==> src/rtl/sseg_pkg.sv <==
// Shared definitions for the seven-segment scan controller: scan FSM states
// and the all-dark drive levels for the active-low anode and segment buses.
package sseg_pkg;

  typedef enum logic {
    ST_BLANK = 1'b0,
    ST_SHOW  = 1'b1
  } scan_state_t;

  localparam logic [7:0] AN_OFF  = 8'hFF;
  localparam logic [6:0] SEG_OFF = 7'h7F;

endpackage

==> src/rtl/hex2sseg.sv <==
// Hex nibble to active-low seven-segment pattern, seg[0] = a ... seg[6] = g.
module hex2sseg (
  input  logic [3:0] hex,
  output logic [6:0] seg
);

  always_comb begin
    seg = 7'h7F;
    case (hex)
      4'h0: seg = 7'h40;
      4'h1: seg = 7'h79;
      4'h2: seg = 7'h24;
      4'h3: seg = 7'h30;
      4'h4: seg = 7'h19;
      4'h5: seg = 7'h12;
      4'h6: seg = 7'h02;
      4'h7: seg = 7'h78;
      4'h8: seg = 7'h00;
      4'h9: seg = 7'h10;
      4'hA: seg = 7'h08;
      4'hB: seg = 7'h03;
      4'hC: seg = 7'h46;
      4'hD: seg = 7'h21;
      4'hE: seg = 7'h06;
      4'hF: seg = 7'h0E;
      default: seg = 7'h7F;
    endcase
  end

endmodule

==> src/rtl/priority_encoder_generic.sv <==
// Index of the highest set request bit; returns 0 when no bit is set.
module priority_encoder_generic #(
  parameter int N = 8
) (
  input  logic [N-1:0]         req,
  output logic [$clog2(N)-1:0] idx
);

  localparam int IDX_W = $clog2(N);

  // Ascending scan so the highest set bit overwrites any lower one.
  always_comb begin
    idx = '0;
    for (int i = 0; i < N; i++) begin
      if (req[i]) idx = IDX_W'(i);
    end
  end

endmodule

==> src/rtl/sseg_scan_ctrl.sv <==
// Time-multiplexed 8-digit seven-segment scan controller with a shadow/active
// register pair so that new values only take effect at frame boundaries.
module sseg_scan_ctrl
  import sseg_pkg::*;
#(
  parameter int N_DIGITS        = 8,
  parameter int TICKS_PER_DIGIT = 100000,
  parameter int BLANK_TICKS     = 1000
) (
  input  logic        clk,
  input  logic        reset_n,
  input  logic [31:0] load_data,
  input  logic [7:0]  load_dp,
  input  logic [7:0]  load_mask,
  input  logic        load_valid,
  output logic        load_ready,
  input  logic        lz_en,
  output logic [7:0]  AN,
  output logic [6:0]  F,
  output logic        DP,
  output logic        frame_start
);

  localparam int TICK_W  = $clog2(TICKS_PER_DIGIT);
  localparam int DIGIT_W = $clog2(N_DIGITS);
  localparam logic [TICK_W-1:0] LAST_BLANK = TICK_W'(BLANK_TICKS - 1);
  localparam logic [TICK_W-1:0] LAST_TICK  = TICK_W'(TICKS_PER_DIGIT - 1);

  scan_state_t        state, state_nxt;
  logic [TICK_W-1:0]  tick, tick_nxt;
  logic [DIGIT_W-1:0] digit, digit_nxt;

  logic [31:0] shadow_data, active_data;
  logic [7:0]  shadow_dp, active_dp;
  logic [7:0]  shadow_mask, active_lit;
  logic        pending;

  logic [N_DIGITS-1:0] nz_flags;
  logic [DIGIT_W-1:0]  lead_idx;
  logic [7:0]          lz_keep;
  logic [3:0]          nibble;
  logic [6:0]          seg_cur;
  logic [7:0]          an_d;
  logic [6:0]          seg_d;
  logic                dp_d;
  logic                frame_edge;

  // The counters describe the slot position that the output registers load
  // on the next edge, so outputs line up with the position they represent.
  assign frame_edge = (state == ST_BLANK) && (digit == '0) && (tick == '0);
  assign nibble     = active_data[{digit, 2'b00} +: 4];

  hex2sseg u_hex2sseg (
    .hex (nibble),
    .seg (seg_cur)
  );

  always_comb begin
    for (int i = 0; i < N_DIGITS; i++) begin
      nz_flags[i] = |shadow_data[4*i +: 4];
    end
  end

  priority_encoder_generic #(.N(8)) u_lead_enc (
    .req (nz_flags),
    .idx (lead_idx)
  );

  always_comb begin
    for (int i = 0; i < 8; i++) begin
      lz_keep[i] = !lz_en || (DIGIT_W'(i) <= lead_idx);
    end
  end

  always_ff @(posedge clk) begin
    if (!reset_n) begin
      state <= ST_BLANK;
      tick  <= '0;
      digit <= '0;
    end else begin
      state <= state_nxt;
      tick  <= tick_nxt;
      digit <= digit_nxt;
    end
  end

  always_comb begin
    state_nxt = state;
    tick_nxt  = tick + 1'b1;
    digit_nxt = digit;
    an_d      = AN_OFF;
    seg_d     = SEG_OFF;
    dp_d      = 1'b1;
    case (state)
      ST_BLANK: begin
        if (tick == LAST_BLANK) state_nxt = ST_SHOW;
      end
      ST_SHOW: begin
        // Dark digits keep their slot so the refresh rate stays constant.
        if (active_lit[digit]) begin
          an_d  = ~(8'h01 << digit);
          seg_d = seg_cur;
          dp_d  = ~active_dp[digit];
        end
        if (tick == LAST_TICK) begin
          state_nxt = ST_BLANK;
          tick_nxt  = '0;
          digit_nxt = digit + 1'b1;
        end
      end
      default: state_nxt = ST_BLANK;
    endcase
  end

  // Accept and commit are exclusive: accepting needs ready, committing needs pending.
  always_ff @(posedge clk) begin
    if (!reset_n) begin
      shadow_data <= '0;
      shadow_dp   <= '0;
      shadow_mask <= '0;
      active_data <= '0;
      active_dp   <= '0;
      active_lit  <= '0;
      pending     <= 1'b0;
      load_ready  <= 1'b0;
    end else if (load_valid && load_ready) begin
      shadow_data <= load_data;
      shadow_dp   <= load_dp;
      shadow_mask <= load_mask;
      pending     <= 1'b1;
      load_ready  <= 1'b0;
    end else if (frame_edge && pending) begin
      active_data <= shadow_data;
      active_dp   <= shadow_dp;
      active_lit  <= shadow_mask & lz_keep;
      pending     <= 1'b0;
      load_ready  <= 1'b1;
    end else begin
      load_ready  <= ~pending;
    end
  end

  always_ff @(posedge clk) begin
    if (!reset_n) begin
      AN          <= AN_OFF;
      F           <= SEG_OFF;
      DP          <= 1'b1;
      frame_start <= 1'b0;
    end else begin
      AN          <= an_d;
      F           <= seg_d;
      DP          <= dp_d;
      frame_start <= frame_edge;
    end
  end

endmodule

==> config.mk <==
export PLATFORM = sky130hd
export DESIGN_NAME = sseg_scan_ctrl
export DESIGN_NICKNAME = d
export VERILOG_FILES = /design/src/rtl/sseg_pkg.sv /design/src/rtl/hex2sseg.sv /design/src/rtl/priority_encoder_generic.sv /design/src/rtl/sseg_scan_ctrl.sv
export SDC_FILE = /design/constraint.sdc
export NUM_CORES = 1
export LEC_CHECK = 0
export BUFFER_PORTS_ARGS = -buffer_cell sky130_fd_sc_hd__buf_4
export CAP_MARGIN = 20
export CORE_MARGIN = 5
export CORE_UTILIZATION = 46
export CTS_CLUSTER_DIAMETER = 200
export DETAILED_ROUTE_END_ITERATION = 10
export HOLD_SLACK_MARGIN = 0.12
export PLACE_DENSITY = 0.65
export SETUP_SLACK_MARGIN = 0.4
export SLEW_MARGIN = 20
export SYNTH_ARGS = -nofsm -noshare
export SYNTH_HDL_FRONTEND = slang
export SYNTH_HIERARCHICAL = 1
export SYNTH_SLANG_ARGS = --single-unit
==> constraint.sdc <==
create_clock -name clk -period 7.48 [get_ports clk]
set_input_delay 0 -clock clk [delete_from_list [all_inputs] [get_ports clk]]
set_output_delay 0 -clock clk [all_outputs]
set_load 0.005 [all_outputs]
==> out/qor.json <==
{
  "outcome": {"value": "finished, final reports clean"},
  "nets": {"value": 839},
  "critical_path.max_fanout": {"value": 48},
  "design.core.area": {"value": 0.0127, "unit": "mm^2"},
  "post_synthesis_instance_area": {"value": 0.00597, "unit": "mm^2"},
  "kind_of_critical_path": {"value": "flop to flop"},
  "chipWidth": {"value": 124, "unit": "um"},
  "hp-class": {"value": "primary input to flop"},
  "antenna_violating_nets_post_route": {"value": 0},
  "grt_pass1_wl": {"value": 23000, "unit": "um"},
  "placedInstanceArea": {"value": 0.00645, "unit": "mm^2"},
  "finalWeightedCongestion": {"value": 0.836},
  "port_buf_inserts": {"value": 69},
  "timing.critical_path.arrival": {"value": 3390, "unit": "ps"},
  "drtPass1Iterations": {"value": 4},
  "ys_warn_count": {"value": 6},
  "clk_root_buffer_cell": {"value": "clkbuf_16"},
  "track_usage": {"value": 0.189},
  "via_count_of_the_first_global_routing_pass": {"value": 4937},
  "sequential_cell_area": {"value": 0.00272, "unit": "mm^2"},
  "ctsHoldBuffers": {"value": 49},
  "number_of_cell_instances_on_the_worst_register_to_register_path": {"value": 7},
  "critical_path_start_type": {"value": "flop"},
  "floorplan.initialDensity": {"value": 0.471},
  "clock_latency": {"value": 410, "unit": "ps"},
  "tritoncts_clock_tree": {"value": "yes"},
  "clk_pin_slew": {"value": 60, "unit": "ps"},
  "critical_path.startpoint": {"value": "digit[0]"},
  "fin_area": {"value": 0.00759, "unit": "mm^2"},
  "postSynthNetCount": {"value": 748},
  "wl_per_cell": {"value": 13.8, "unit": "um"},
  "avgSynthCellArea": {"value": 8.76, "unit": "um^2"},
  "wl_met3": {"value": 464, "unit": "um"},
  "cts.repair_timing.setup_buffer_count": {"value": 0},
  "cts-htree-levels": {"value": 4},
  "timing.final.ws_setup": {"value": 4420, "unit": "ps"},
  "die_extent_in_y": {"value": 124, "unit": "um"},
  "routed-via-count": {"value": 4819},
  "numClockSinks": {"value": 136},
  "multi_input_logic_area": {"value": 0.00293, "unit": "mm^2"},
  "hold_violations": {"value": 0},
  "setup_viols_final": {"value": 0},
  "setup_repair_after_global_routing_missed_its_margin": {"value": "no"},
  "power.switching_fraction": {"value": 0.206},
  "fraction_of_layout_cells_with_a_size_suffix_above_1": {"value": 0.155},
  "fillerInstances": {"value": 1149},
  "drc": {"value": 0},
  "final_period_minus_worst_setup_slack": {"value": 3060, "unit": "ps"},
  "worstReg2RegStart": {"value": "digit[0]"},
  "placement.setup.worst_slack": {"value": 4360, "unit": "ps"},
  "totalWireLength": {"value": 13200, "unit": "um"},
  "ctsLongestPathBuffers": {"value": 2},
  "post-dp-hpwl": {"value": 8950, "unit": "um"},
  "count_of_antenna_diodes_in_the_layout": {"value": 0},
  "grt-ovfl-total": {"value": 0},
  "placementRows": {"value": 41},
  "power_internal": {"value": 0.00142, "unit": "W"},
  "cts_made_buffers": {"value": 17},
  "syn_to_final_growth": {"value": 27.3, "unit": "%"},
  "detailedRoute.firstIterationViolations": {"value": 283},
  "post_cts_resize_count": {"value": 0},
  "maxSlewHeadroom": {"value": 0.367},
  "top_level_i_o_count": {"value": 70},
  "finalClockSkew": {"value": 7.42, "unit": "ps"},
  "slew_violations": {"value": 0},
  "topRoutingLayerUsed": {"value": "met4"},
  "power_frac_seq": {"value": 0.420},
  "critical_path_required": {"value": 7800, "unit": "ps"},
  "clock_power_share": {"value": 0.506},
  "syn_inst": {"value": 681},
  "power_frac_comb": {"value": 0.074},
  "endpoint_of_the_lowest_slack_register_to_register_path": {"value": "active_data[7]"},
  "fin_total_pwr": {"value": 0.00180, "unit": "W"},
  "die_area": {"value": 0.0153, "unit": "mm^2"},
  "finalCoreUtilization": {"value": 0.599},
  "cp-end-kind": {"value": "flop"},
  "power.static_leakage": {"value": 2.79, "unit": "nW"},
  "power_density": {"value": 236, "unit": "mW/mm^2"},
  "met2_wirelength": {"value": 6590, "unit": "um"},
  "worst_ir_drop_vdd": {"value": 0.154, "unit": "mV"},
  "critical_path_endpoint": {"value": "active_data[7]"},
  "route.layer.met1.wl": {"value": 6010, "unit": "um"},
  "max_freq": {"value": 0.326, "unit": "GHz"},
  "detailed_route_vias_per_instance": {"value": 5.04},
  "maximum_number_of_pins_on_one_net_before_global_route_repair": {"value": 102},
  "fin_tns_setup": {"value": 0, "unit": "ps"},
  "fraction_of_the_cycle_the_final_worst_path_needs": {"value": 0.410},
  "number_of_max_cap_violations": {"value": 0},
  "power.switching": {"value": 0.000371, "unit": "W"},
  "reg2reg_slack": {"value": 4420, "unit": "ps"},
  "number_of_antenna_violations_at_the_first_check_in_global_routing": {"value": 0},
  "tightest_slew": {"value": 949, "unit": "ps"}
}
per-layer routing:
| metal | up-vias | global-route usage |
|---|---|---|
| met5 | - | 0 |
| met4 | 0 | 0.0561 |
| met3 | 13 | 0.0500 |
| met2 | 78 | 0.328 |
| met1 | 2264 | 0.230 |
| li1 | 2464 | - |
per-stage QoR:
step	std cells	hold slack [ps]
after floorplan	681	136
after global placement	876	249
after detailed placement	876	258
after CTS	957	219
after global routing	957	267
final	957	222
power groups by stage:
stage	combinational, W	clock, W	sequential [W]
floorplan	0.0000788	0	0.000765
global placement	0.000111	0	0.000769
detailed placement	0.000114	0	0.000769
CTS	0.000134	0.000925	0.000754
global route	0.000150	0.000960	0.000756
finish	0.000133	0.000908	0.000754
sequential cells by signal (all words and copies together) (netlist names):
register,flops
AN,8
DP,1
F,7
active_data,32
active_dp,8
active_lit,8
digit,3
frame_start,1
load_ready,1
pending,1
shadow_data,32
shadow_dp,8
shadow_mask,8
state,1
tick,17
cell type report:
| type | count | share of cell area |
|---|---|---|
| clock buffer | 25 | 0.0639 |
| clock inverter | 7 | 0.0216 |
| inverter | 14 | 0.00692 |
| multi-input combinational | 483 | 0.386 |
| sequential | 136 | 0.359 |
| tap | 172 | 0.0283 |
| timing repair buffer | 120 | 0.135 |
how the worst min path moves through the flow:
stage | cells past startpoint | to | from | slack, ps
floorplan | 2 | shadow_mask[1] | load_mask[1] | 140
global placement | 3 | shadow_data[20] | load_data[20] | 250
detailed placement | 3 | shadow_data[21] | load_data[21] | 260
CTS | 5 | shadow_data[28] | load_valid | 220
global route | 5 | shadow_mask[3] | load_valid | 270
finish | 5 | shadow_dp[7] | load_valid | 220
worst max-delay path, cell delays in order, from the launching register on:
cell	delay, ps
dfxtp_1	590
inv_1	230
ha_1	220
or4b_1	460
nor4_2	260
and4_2	260
buf_4	640
mux2i_1	290
placed cells by master, fill, tap and decap left out, drive strengths merged, types with 11 or more instances in the layout:
cell and n:
a21oi 57, buf 71, clkbuf 25, dfxtp 136
dlygate4sd3 49, ha 15, inv 13, mux2i 52
mux4 13, nand2 220, nand3 14, nor2 28
or4 11
(Power assumes the default switching activity.)
